### config.mk
export PLATFORM = sky130hd
export DESIGN_NAME = imem_fetch_ctrl_flat
export DESIGN_NICKNAME = d
export VERILOG_FILES = /design/src/rtl/imem_fetch_if.sv /design/src/rtl/imem_fetch_ctrl.sv /design/src/flat_wrapper.sv
export SDC_FILE = /design/constraint.sdc
export NUM_CORES = 1
export LEC_CHECK = 0
export CAP_MARGIN = 25
export CORE_UTILIZATION = 47
export DETAILED_ROUTE_END_ITERATION = 8
export PLACE_DENSITY = 0.85
export SLEW_MARGIN = 5
export SYNTH_ARGS = -nofsm -noshare
export SYNTH_HDL_FRONTEND = slang
export SYNTH_SLANG_ARGS = --single-unit
### constraint.sdc
create_clock -name clk_i -period 4.56 [get_ports clk_i]
set_input_delay 0.456 -clock clk_i [delete_from_list [all_inputs] [get_ports clk_i]]
set_output_delay 0.456 -clock clk_i [all_outputs]
set_load 0.005 [all_outputs]
### src/rtl/imem_fetch_if.sv
// Bus bundle between the fetch controller, the instruction memory and decode.
// master = fetch controller side, slave = memory/decode side.
interface imem_fetch_if #(
  parameter int ADDR_W = 6,
  parameter int DATA_W = 32
);
  logic [ADDR_W-1:0] imem_addr;
  logic [DATA_W-1:0] imem_data;
  logic              inst_valid;
  logic              inst_ready;
  logic [DATA_W-1:0] inst_data;
  logic [ADDR_W-1:0] inst_pc;
  logic              redirect_valid;
  logic [ADDR_W-1:0] redirect_pc;

  modport master (
    output imem_addr,
    input  imem_data,
    output inst_valid,
    input  inst_ready,
    output inst_data,
    output inst_pc,
    input  redirect_valid,
    input  redirect_pc
  );

  modport slave (
    input  imem_addr,
    output imem_data,
    input  inst_valid,
    output inst_ready,
    input  inst_data,
    input  inst_pc,
    output redirect_valid,
    output redirect_pc
  );
endinterface

### src/rtl/imem_fetch_ctrl.sv
// Instruction fetch controller: owns the PC, reads the async instruction memory
// and presents each word through a registered valid/ready stage to decode.
module imem_fetch_ctrl #(
  parameter int                ADDR_W    = 6,
  parameter int                DATA_W    = 32,
  parameter logic [ADDR_W-1:0] RESET_PC  = 6'h00,
  parameter logic [DATA_W-1:0] HALT_WORD = 32'hFC00_0000
) (
  input  logic           clk_i,
  input  logic           rst_i,
  input  logic           start_i,
  imem_fetch_if.master   bus,
  output logic           busy_o,
  output logic           halt_o,
  output logic [15:0]    fetch_count_o
);

  typedef enum logic [1:0] {
    IDLE,
    RUN,
    HALTED
  } state_e;

  state_e            state_q, state_d;
  logic [ADDR_W-1:0] pc_q, pc_d;
  logic              valid_q, valid_d;
  logic [DATA_W-1:0] data_q, data_d;
  logic [ADDR_W-1:0] ipc_q, ipc_d;
  logic [15:0]       count_q, count_d;
  logic              load;

  always_ff @(posedge clk_i or posedge rst_i) begin
    if (rst_i) begin
      state_q <= IDLE;
      pc_q    <= RESET_PC;
      valid_q <= 1'b0;
      data_q  <= '0;
      ipc_q   <= '0;
      count_q <= '0;
    end else begin
      state_q <= state_d;
      pc_q    <= pc_d;
      valid_q <= valid_d;
      data_q  <= data_d;
      ipc_q   <= ipc_d;
      count_q <= count_d;
    end
  end

  // Redirect outranks both load and consume; a held instruction is dropped.
  always_comb begin
    state_d = state_q;
    pc_d    = pc_q;
    valid_d = valid_q;
    data_d  = data_q;
    ipc_d   = ipc_q;
    count_d = count_q;
    load    = (state_q == RUN) && (!valid_q || bus.inst_ready) && !bus.redirect_valid;

    case (state_q)
      IDLE: begin
        if (bus.redirect_valid) pc_d = bus.redirect_pc;
        if (start_i) state_d = RUN;
        if (valid_q && bus.inst_ready) valid_d = 1'b0;
      end
      RUN, HALTED: begin
        if (bus.redirect_valid) begin
          valid_d = 1'b0;
          pc_d    = bus.redirect_pc;
          state_d = RUN;
        end else if (load) begin
          data_d  = bus.imem_data;
          ipc_d   = pc_q;
          valid_d = 1'b1;
          pc_d    = pc_q + 1'b1;
          count_d = count_q + 16'd1;
          if (bus.imem_data == HALT_WORD) state_d = HALTED;
        end else if (valid_q && bus.inst_ready) begin
          valid_d = 1'b0;
        end
      end
      default: state_d = IDLE;
    endcase
  end

  assign bus.imem_addr  = pc_q;
  assign bus.inst_valid = valid_q;
  assign bus.inst_data  = data_q;
  assign bus.inst_pc    = ipc_q;
  assign busy_o         = (state_q == RUN);
  assign halt_o         = (state_q == HALTED);
  assign fetch_count_o  = count_q;

endmodule
### src/flat_wrapper.sv
// flat-port wrapper written by rule: the top's interface ports become plain ports
module imem_fetch_ctrl_flat 
#(
  parameter int                ADDR_W    = 6,
  parameter int                DATA_W    = 32,
  parameter logic [ADDR_W-1:0] RESET_PC  = 6'h00,
  parameter logic [DATA_W-1:0] HALT_WORD = 32'hFC00_0000
)
  (clk_i, rst_i, start_i, busy_o, halt_o, fetch_count_o, bus_imem_addr, bus_imem_data, bus_inst_valid, bus_inst_ready, bus_inst_data, bus_inst_pc, bus_redirect_valid, bus_redirect_pc);
  imem_fetch_if #(.ADDR_W(ADDR_W), .DATA_W(DATA_W)) bus_i ();
  input  logic clk_i;
  input  logic rst_i;
  input  logic start_i;
  output logic busy_o;
  output logic halt_o;
  output logic [15:0] fetch_count_o;
  output wire logic [$bits(bus_i.imem_addr)-1:0] bus_imem_addr;
  input wire logic [$bits(bus_i.imem_data)-1:0] bus_imem_data;
  output wire logic [$bits(bus_i.inst_valid)-1:0] bus_inst_valid;
  input wire logic [$bits(bus_i.inst_ready)-1:0] bus_inst_ready;
  output wire logic [$bits(bus_i.inst_data)-1:0] bus_inst_data;
  output wire logic [$bits(bus_i.inst_pc)-1:0] bus_inst_pc;
  input wire logic [$bits(bus_i.redirect_valid)-1:0] bus_redirect_valid;
  input wire logic [$bits(bus_i.redirect_pc)-1:0] bus_redirect_pc;
  assign bus_imem_addr = bus_i.imem_addr;
  assign bus_i.imem_data = bus_imem_data;
  assign bus_inst_valid = bus_i.inst_valid;
  assign bus_i.inst_ready = bus_inst_ready;
  assign bus_inst_data = bus_i.inst_data;
  assign bus_inst_pc = bus_i.inst_pc;
  assign bus_i.redirect_valid = bus_redirect_valid;
  assign bus_i.redirect_pc = bus_redirect_pc;
  imem_fetch_ctrl #(.ADDR_W(ADDR_W), .DATA_W(DATA_W), .RESET_PC(RESET_PC), .HALT_WORD(HALT_WORD)) u_core (.clk_i(clk_i), .rst_i(rst_i), .start_i(start_i), .bus(bus_i), .busy_o(busy_o), .halt_o(halt_o), .fetch_count_o(fetch_count_o));
endmodule
==> qor.txt, run 1 <==
status -> complete, no violations
Max Clk Rate -> 0.4091 GHz
Cell Area, Synth -> 2801 sq um
postcts setup bufs -> 0
sequential share of the synthesized area -> 0.5628
WHS -> 0.4601 ns
setup skew after layout -> 0.009788 ns
Synth Flop Type -> dfrtp_1
clk buf depth -> 2
relative slew slack -> 0.4622
Mapped Nets -> 281
Worst Tran Pin Value -> 0.8050 ns
Remaining Overflow, GRT -> 0
Tcrit/Tclk final -> 0.5360
Place WS -> 1.821 ns
number of diodes -> 0
post-DR wirelength/cell -> 15.15 um
Vias/cell -> 5.147
die width -> 79.21 um
total CTS buffers -> 9
Worst IR Drop VDD -> 351.3 uV
class of the worst hold path -> input pin to asynchronous set/reset pin
global-route usage over all layers -> 0.2262
# H-tree levels -> 3
Die Footprint -> 6273 sq um
max-slew violations -> 0
clk slew on worst S/H paths -> 0.07 ns
Iteration-0 DRC Markers -> 73
most common cell after layout, fill and taps aside -> clkdlybuf4s50_1
CTS root buf -> clkbuf_8
layout cell share with drive strength beyond 1 -> 0.1777
CTS resizes -> 0
Mapped Cells -> 232
PortBufs -> 105
most frequent cells in the layout -> clkdlybuf4s50_1, dfrtp_1, mux2_2, nand2_1, nor2_1
CP Launch Point -> u_core.state_q[0]$_DFFE_PP0P_
critical-path maximum fanout -> 24
GPL Wtd Cong -> 0.8955
placed instance area -> 3956 sq um
Async SR Flop Fraction -> 1.000
critical path type -> flop to flop
# setup viols final -> 0
worst path required time -> 4.77 ns
placed cell count -> 405
crit end category -> flop
TNS Setup -> 0 ns
Setup crit start kind -> flop
initial antenna violation count -> 0
Max Cap Viol -> 0
synth warn -> 0
Clk Latency, worst-skew pair -> 0.33 ns
routed vias -> 2167
HPWL after DPL -> 4773 um
CTS tree -> done
Nets -> 394
Residual DRC -> 0
r2r startpoint -> u_core.state_q[0]$_DFFE_PP0P_
Fillers -> 398
hold buffers post-CTS -> 0
Reg2Reg Depth -> 6
Final Non-Filler Cells -> 421
TritonRoute pass-1 iters -> 4
final wirelength -> 6377 um
core area -> 5642 sq um
flops & latches, synth -> 63
Area growth syn-to-layout -> 48.95%
I/O pin total -> 106
vias in the first global route -> 2243
final worst slack -> 2.116 ns
endpoints failing hold -> 0
number of synthesized flops with an enable pin -> 0
Worst EP arrival -> 2.66 ns
Final min period -> 2.444 ns
pwr dens -> 602.5 nW/um^2
leakage dissipation -> 1.743 nW
Final Cell Area -> 4173 sq um
Syn Area/Cell -> 12.08 sq um
first-pass GRT wire length -> 10610 um
die height -> 79.21 um
post-route ant nets -> 0
largest net degree at the start of global routing -> 42
Rows -> 27
starting density of the core -> 0.4966
RSZ-0062 raised after global routing -> false
Distinct cells, synth -> 32
clock sinks -> 63
[metrics by stage]
stage,util,power (W)
after floorplan,-,0.001384
after detailed placement,0.7013,0.002002
after CTS,0.7387,0.002535
after global routing,0.7396,0.002664
after global placement,0.6964,0.001950
final,0.7396,0.002514
[layer usage]
layer / GRT usage / vias up / part of all wire
li1: - / 1046 / -
met1: 0.2629 / 1031 / 0.41
met2: 0.3793 / 83 / 0.50
met3: 0.07011 / 7 / 0.077
met4: 0.1073 / 0 / 0.016
met5: 0 / - / 0
[kinds of logic after synthesis]
group | count (synthesis) | share of synthesized area
AO/OA/AOI/OAI | 23 | 0.04824
XOR/XNOR | 15 | 0.04690
adder cells (fa/ha/maj) | 6 | 0.02680
buffers and inverters | 13 | 0.01965
flip-flops | 63 | 0.5628
multiplexers | 40 | 0.1603
AND/OR/NAND/NOR | 72 | 0.1353
[cell type report]
class	instances	area, sq um	area share
flip-flops and latches	63	1577	0.3778
multi-input cells	156	1177	0.2822
repair buffers	108	1091	0.2615
clock buffers	11	141.4	0.03388
well taps	72	90.09	0.02159
clock inverters	4	70.07	0.01679
inverters	7	26.28	0.006297
[cell usage after synthesis (all sizes together) (2+ instances only)]
cell | number | area, sq um
o22ai | 2 | 12.51
dfrtp | 63 | 1577
o21ai | 8 | 40.04
xnor2 | 9 | 78.83
inv | 7 | 26.28
nor2b | 4 | 25.02
ha | 6 | 75.07
buf | 5 | 25.02
nand3 | 10 | 50.05
nand2 | 21 | 78.83
nand4 | 3 | 18.77
a31oi | 2 | 12.51
xor2 | 6 | 52.55
and3 | 3 | 18.77
nand2b | 6 | 45.04
mux2 | 39 | 439.2
a21oi | 7 | 35.03
nor2 | 13 | 48.80
nor4 | 7 | 50.05
[flip-flops by register name, indices dropped and copies added, names as in the netlist]
register / flops
u_core.state_q: 2
u_core.bus.inst_pc: 6
u_core.bus.imem_addr: 6
u_core.bus.inst_data: 32
u_core.fetch_count_o: 16
u_core.bus.inst_valid: 1
[worst max-delay path, stage by stage (launching register included)]
cell and delay, ns:
dfrtp_1 0.41, inv_1 0.10, ha_1 0.39, nand3b_1 0.22
nor2_4 0.62, buf_16 0.24, mux2_2 0.35
[power breakdown]
part | internal [W] | switching, W
Combinational | 0.000682 | 0.000356
Clock | 0.000318 | 0.000201
Sequential | 0.000790 | 0.000167
[final timing paths]
kind / to / slack [ns]
setup / recovery: u_core.bus.inst_data[23]$_DFFE_PP0P_ / 2.12
hold reg to reg: u_core.fetch_count_o[15]$_DFFE_PP0P_ / 0.47
min in group clk_i: u_core.fetch_count_o[15]$_DFFE_PP0P_ / 0.47
hold / removal: u_core.bus.inst_data[16]$_DFFE_PP0P_ / 0.46
setup reg to reg: u_core.bus.inst_data[23]$_DFFE_PP0P_ / 2.12
max in group asynchronous: u_core.bus.inst_valid$_DFFE_PP0P_ / 3.21
(Power assumes the default switching activity.)
==> run 2: changes to the inputs <==
- CORE_UTILIZATION: 47 -> 40
- PLACE_DENSITY: 0.85 -> 0.77
- clock period: 4.56 -> 2.1 ns (I/O delays scaled with it)
==> run 2 against run 1 <==
  * Worst setup slack worse by 2.0 ns
  * Clock skew shrank 0.00063 ns
  * First-iteration DRC count shrank 2.7%
  * Critical path type unchanged
  * Critical path depth grew 1
  * Sequential cell count unchanged
  * Final cell count rose by 8.3%
  * Routed wire length is 3.7% higher
  * Via count up 3.0%
  * Clock power is 110% higher
  * Largest power group unchanged
  * Power increased by 120%
  * Largest cell class unchanged
  * Cell area is 2.9% higher
  * Global-route usage shrank 3.5 points
==> qor.txt, run 2 (same netlist as run 1, synthesis figures left out) <==
status -> complete, no violations
power share of the sequential group -> 0.377 (-0.004)
Worst Tran Pin Value -> 0.4590 ns (-0.3459 ns)
met2 usage -> 0.3215 (-0.05786)
most frequent cells in the layout -> clkdlybuf4s50_1, dfrtp_1, mux2_2, nand2_1
clk slew on worst S/H paths -> 0.07 ns (about the same)
HPWL after DPL -> 4957 um (+3.8%)
Internal -> 0.003895 W (+120%)
sequential cell area -> 1577 sq um (unchanged)
crit end category -> flop
max-slew violations -> 0 (unchanged)
Setup crit start kind -> flop
Fillers -> 541 (+36%)
# setup viols final -> 0 (unchanged)
clk buf depth -> 2 (unchanged)
Switching Share -> 0.2919 (+0.003990)
total CTS buffers -> 9 (unchanged)
Residual DRC -> 0 (unchanged)
GPL Wtd Cong -> 0.7858 (-12%)
Area growth syn-to-layout -> 53.33%
Iteration-0 DRC Markers -> 71 (-2.7%)
Nets -> 404 (+2.5%)
post-route ant nets -> 0 (unchanged)
die height -> 85.69 um (+8.2%)
endpoints failing hold -> 0 (unchanged)
first-pass GRT wire length -> 10760 um (+1.4%)
class of the worst hold path -> input pin to asynchronous set/reset pin
setup skew after layout -> 0.009160 ns (-0.0006277 ns)
Remaining Overflow, GRT -> 0 (unchanged)
Final Non-Filler Cells -> 456 (+8.3%)
vias in the first global route -> 2307 (+2.9%)
met3 Track Usage GR -> 0.05871 (-0.01140)
postcts setup bufs -> 0 (unchanged)
largest net degree at the start of global routing -> 45 (+7.1%)
Final Util -> 0.6322 (-0.1074)
CTS root buf -> clkbuf_8
global-route usage over all layers -> 0.1911 (-0.03507)
Max Clk Rate -> 0.5071 GHz (+24%)
critical path type -> flop to flop
placed cell count -> 440 (+8.6%)
routed vias -> 2231 (+3.0%)
Vias/cell -> 4.893 (-4.9%)
pwr dens -> 1281 nW/um^2 (+110%)
# H-tree levels -> 3 (unchanged)
hold buffers post-CTS -> 0 (unchanged)
Worst EP arrival -> 2.23 ns (-0.43 ns)
starting density of the core -> 0.4123 (-0.08422)
layout cell share with drive strength beyond 1 -> 0.2028 (+0.02513)
critical-path maximum fanout -> 5 (-79%)
Multi-input gate area -> 1177 sq um (unchanged)
PortBufs -> 105 (unchanged)
worst path required time -> 2.36 ns (-2.41 ns)
Max Cap Viol -> 0 (unchanged)
CTS resizes -> 0 (unchanged)
number of diodes -> 0 (unchanged)
busiest grt layer -> met2
RSZ-0062 raised after global routing -> false
post-DR wirelength/cell -> 14.50 um (-4.3%)
Logic pwr share -> 0.424 (+0.011)
final wirelength -> 6610 um (+3.7%)
core area -> 6794 sq um (+20%)
power share of the clock group -> 0.199 (-0.008)
die width -> 85.69 um (+8.2%)
Clk Latency, worst-skew pair -> 0.33 ns (about the same)
TritonRoute pass-1 iters -> 5 (+1)
max reg flops -> 32 (unchanged)
CTS tree -> done
relative slew slack -> 0.6897 (+0.2274)
I/O pin total -> 106 (unchanged)
Worst IR Drop VDD -> 692.1 uV (+97%)
Die Footprint -> 7342 sq um (+17%)
most common cell after layout, fill and taps aside -> clkdlybuf4s50_1
GR Layer Usage met1 -> 0.2272 (-0.03566)
Tcrit/Tclk final -> 0.9391 (+0.4031)
leakage dissipation -> 1.799 nW (+3.2%)
initial antenna violation count -> 0 (unchanged)
Final min period -> 1.972 ns (-0.4719 ns)
Rows -> 30 (+11%)
clock sinks -> 63 (unchanged)
net load switching power -> 0.001606 W (+120%)
[run 2: changes by cell type in the layout (fill, tap and decap cells not counted)]
cell / change
bufinv_16: -1
clkbuf_8: +2
buf_12: +3
buf_2: -1
buf_4: +9
buf_16: -1
[run 2: final cells by class]
class | instances | area share
multi-input combinational | 156 | 0.2741
tap | 96 | 0.02796
clock buffer | 13 | 0.03932
inverter | 7 | 0.006117
clock inverter | 3 | 0.009321
sequential | 63 | 0.3670
timing repair buffer | 118 | 0.2761
[run 2: stage by stage]
stage                     setup slack (ns)  power [W]   TNS [ns]  instance area (sq um)  hold slack, ns
after floorplan                     0.1299   0.003006          0                   2801          0.3182
after global placement             0.01472   0.004350          0                   4086          0.4582
after detailed placement         -0.006495   0.004436  -0.006495                   4086          0.4702
after CTS                           0.1246   0.005556          0                   4295          0.2005
after global routing               0.01412   0.005838          0                   4295          0.2337
final                               0.1278   0.005501          0                   4295          0.1911
[run 2: worst paths after layout]
kind                                                        end  slack [ns]  depth (start not counted)                            startpoint
setup reg to reg           u_core.fetch_count_o[14]$_DFFE_PP0P_        0.13                          7         u_core.state_q[0]$_DFFE_PP0P_
min in group clk_i          u_core.bus.imem_addr[0]$_DFFE_PP0P_        0.44                          3                    bus_redirect_pc[0]
hold reg to reg            u_core.fetch_count_o[15]$_DFFE_PP0P_        0.48                          1  u_core.fetch_count_o[15]$_DFFE_PP0P_
setup / recovery           u_core.fetch_count_o[14]$_DFFE_PP0P_        0.13                          7         u_core.state_q[0]$_DFFE_PP0P_
max in group asynchronous   u_core.fetch_count_o[1]$_DFFE_PP0P_        1.31                          3                                 rst_i
hold / removal             u_core.bus.inst_data[17]$_DFFE_PP0P_        0.19                          2                                 rst_i
[run 2: power groups by stage]
stage               Sequential [W]  Clock (W)  Combinational, W
global placement           0.00206          0           0.00229
global route               0.00214    0.00117           0.00253
CTS                        0.00208    0.00112           0.00236
floorplan                  0.00207          0          0.000934
finish                     0.00207    0.00109           0.00233
detailed placement         0.00209          0           0.00235
[run 2: worst max-delay path, cell delays in order (launching register included)]
cell,delay (ns)
dfrtp_1,0.40
inv_1,0.10
ha_1,0.31
nand3b_1,0.10
or4b_4,0.57
nand2b_4,0.16
nor2_1,0.12
xor2_1,0.14
[run 2: routing by layer]
layer | wire length [um] | part of all wire
met5 | 0 | 0
met3 | 376 | 0.057
met2 | 3273 | 0.50
met1 | 2845 | 0.43
met4 | 115 | 0.017
==> run 3: changes to the inputs <==
- CORE_MARGIN: default -> 2
==> run 3 against run 2 <==
  * Global-route usage fell by 0.77 points
  * Sequential cell count unchanged
  * Critical path depth stayed put
  * Final cell count stayed put
  * Maximum frequency increased by 0.64%
  * Hold slack better by 0.050 ns
  * Clock power up 5%
  * Die area is 4.7% higher
  * Power up 1.1%
  * Highest routed layer unchanged
==> qor.txt, run 3 (same netlist as run 1, synthesis figures left out) <==
sequential cell area -> 1577 sq um (unchanged)
layout cell share with drive strength beyond 1 -> 0.2083 (+0.005556)
largest net degree at the start of global routing -> 64 (+42%)
clk buf depth -> 2 (unchanged)
reg2reg setup slack -> 0.14 ns (about the same)
pwr dens -> 1293 nW/um^2 (+0.98%)
global-route usage over all layers -> 0.1834 (-0.007692)
reg-to-reg critical path endpoint -> u_core.fetch_count_o[14]$_DFFE_PP0P_
initial antenna violation count -> 0 (unchanged)
CTS tree -> done
first-pass GRT wire length -> 10850 um (+0.76%)
leakage dissipation -> 1.800 nW (about the same)
Iteration-0 DRC Markers -> 140 (+97%)
vias in the first global route -> 2257 (-2.2%)
Final Util -> 0.6328 (about the same)
routed vias -> 2242 (+0.49%)
critical path type -> flop to flop
TritonRoute pass-1 iters -> 4 (-1)
Residual DRC -> 0 (unchanged)
Remaining Overflow, GRT -> 0 (unchanged)
die width -> 87.69 um (+2.3%)
Worst Tran Pin Value -> 0.4339 ns (-0.02511 ns)
Die Footprint -> 7689 sq um (+4.7%)
post-DR wirelength/cell -> 14.81 um (+2.2%)
GPL Wtd Cong -> 0.8042 (+2.3%)
core area -> 6794 sq um (unchanged)
TNS Setup -> 0 ns (unchanged)
Reg2Reg Depth -> 7 (unchanged)
Max Cap Viol -> 0 (unchanged)
max reg flops -> 32 (unchanged)
PortBufs -> 105 (unchanged)
# setup viols final -> 0 (unchanged)
# H-tree levels -> 3 (unchanged)
I/O pin total -> 106 (unchanged)
Tcrit/Tclk final -> 0.9332 (-0.005978)
critical-path maximum fanout -> 5 (unchanged)
total CTS buffers -> 9 (unchanged)
clk slew on worst S/H paths -> 0.07 ns (about the same)
starting density of the core -> 0.4123 (unchanged)
class of the worst hold path -> input pin to asynchronous set/reset pin
Setup crit start kind -> flop
Fillers -> 546 (+0.92%)
Area growth syn-to-layout -> 53.46% (about the same)
final wirelength -> 6755 um (+2.2%)
Worst EP arrival -> 2.21 ns (-0.02 ns)
Nets -> 405 (+0.25%)
RSZ-0062 raised after global routing -> false
endpoints failing hold -> 0 (unchanged)
clock sinks -> 63 (unchanged)
Vias/cell -> 4.917 (+0.49%)
HPWL after DPL -> 5031 um (+1.5%)
setup skew after layout -> 0.009917 ns (+0.0007570 ns)
hold buffers post-CTS -> 0 (unchanged)
number of diodes -> 0 (unchanged)
r2r startpoint -> u_core.state_q[1]$_DFFE_PP0P_
Worst IR Drop VDD -> 721.0 uV (+4.2%)
die height -> 87.69 um (+2.3%)
most frequent cells in the layout -> clkdlybuf4s50_1, dfrtp_1, mux2_2, nand2_1
Clk Latency, worst-skew pair -> 0.33 ns (about the same)
CTS root buf -> clkbuf_8
status -> complete, no violations
Max Clk Rate -> 0.5103 GHz (+0.64%)
relative slew slack -> 0.7071 (+0.01738)
worst path required time -> 2.35 ns (about the same)
crit end category -> flop
Multi-input gate area -> 1184 sq um (+0.53%)
Rows -> 30 (unchanged)
max-slew violations -> 0 (unchanged)
most common cell after layout, fill and taps aside -> clkdlybuf4s50_1
Final min period -> 1.960 ns (-0.01255 ns)
post-route ant nets -> 0 (unchanged)
## run 3: cell count changes in the layout (fill, tap and decap cells not counted), sizes merged
cell    before  now
buf         13   14
bufinv       1    2
clkbuf      13   11
## run 3: per-stage QoR
step / instance area [sq um] / hold slack (ns) / worst slack [ns] / power, W / std cells
after detailed placement: 4074 / 0.4606 / 0.1242 / 0.004436 / 440
after floorplan: 2801 / 0.3182 / 0.1299 / 0.003006 / 232
after CTS: 4285 / 0.2587 / 0.1107 / 0.005607 / 455
after global placement: 4074 / 0.4592 / 0.1273 / 0.004337 / 440
final: 4299 / 0.2413 / 0.1404 / 0.005559 / 456
after global routing: 4299 / 0.2607 / 0.01149 / 0.005929 / 456
## run 3: worst max-delay path by stage
stage | start | end | slack [ns] | cells after the start
after floorplan | u_core.state_q[0]$_DFFE_PP0P_ | u_core.fetch_count_o[14]$_DFFE_PP0P_ | 0.13 | 7
after global placement | bus_imem_data[6] | u_core.state_q[1]$_DFFE_PP0P_ | 0.13 | 8
after detailed placement | u_core.state_q[0]$_DFFE_PP0P_ | u_core.fetch_count_o[14]$_DFFE_PP0P_ | 0.12 | 7
after CTS | u_core.state_q[0]$_DFFE_PP0P_ | u_core.fetch_count_o[14]$_DFFE_PP0P_ | 0.11 | 7
after global routing | u_core.state_q[1]$_DFFE_PP0P_ | u_core.fetch_count_o[12]$_DFFE_PP0P_ | 0.01 | 7
final | u_core.state_q[1]$_DFFE_PP0P_ | u_core.fetch_count_o[14]$_DFFE_PP0P_ | 0.14 | 7
## run 3: final cells by class
cell class	instances	share of cell area
clock inverter	4	0.01630
sequential	63	0.3667
tap	96	0.02794
inverter	7	0.006112
clock buffer	11	0.03289
multi-input combinational	156	0.2753
timing repair buffer	119	0.2747
## run 3: repair_timing
item | CTS | global route
gates resized for setup | 0 | 2
endpoints found under the setup margin | 0 | 4
buffers inserted | 0 | 1
endpoints found under the hold margin | 0 | 0
## run 3: report_power, final
group | switching (W) | internal [W] | total [W] | leakage, nW
registers | 0.000341 | 0.00172 | 0.00206 | 0.767
clock network | 0.000447 | 0.000691 | 0.00114 | 0.109
logic | 0.000825 | 0.00154 | 0.00237 | 0.924
total | 0.00161 | 0.00395 | 0.00556 | 1.80
## run 3: routing by layer
layer  share of wire  global-route usage  wire, um  up-vias
met5               0                   0         0        -
met4           0.014             0.06713        97        0
li1                -                   -         -     1064
met2            0.49              0.2837      3306       75
met3           0.067             0.06975       452       11
met1            0.43              0.2358      2898     1092
## run 3: critical path: stages, from the launching register on
cell      delay (ns)
dfrtp_1         0.41
inv_1           0.11
ha_2            0.23
nand3b_1        0.11
or4b_4          0.57
nand2b_4        0.16
nor2_1          0.12
xor2_1          0.16
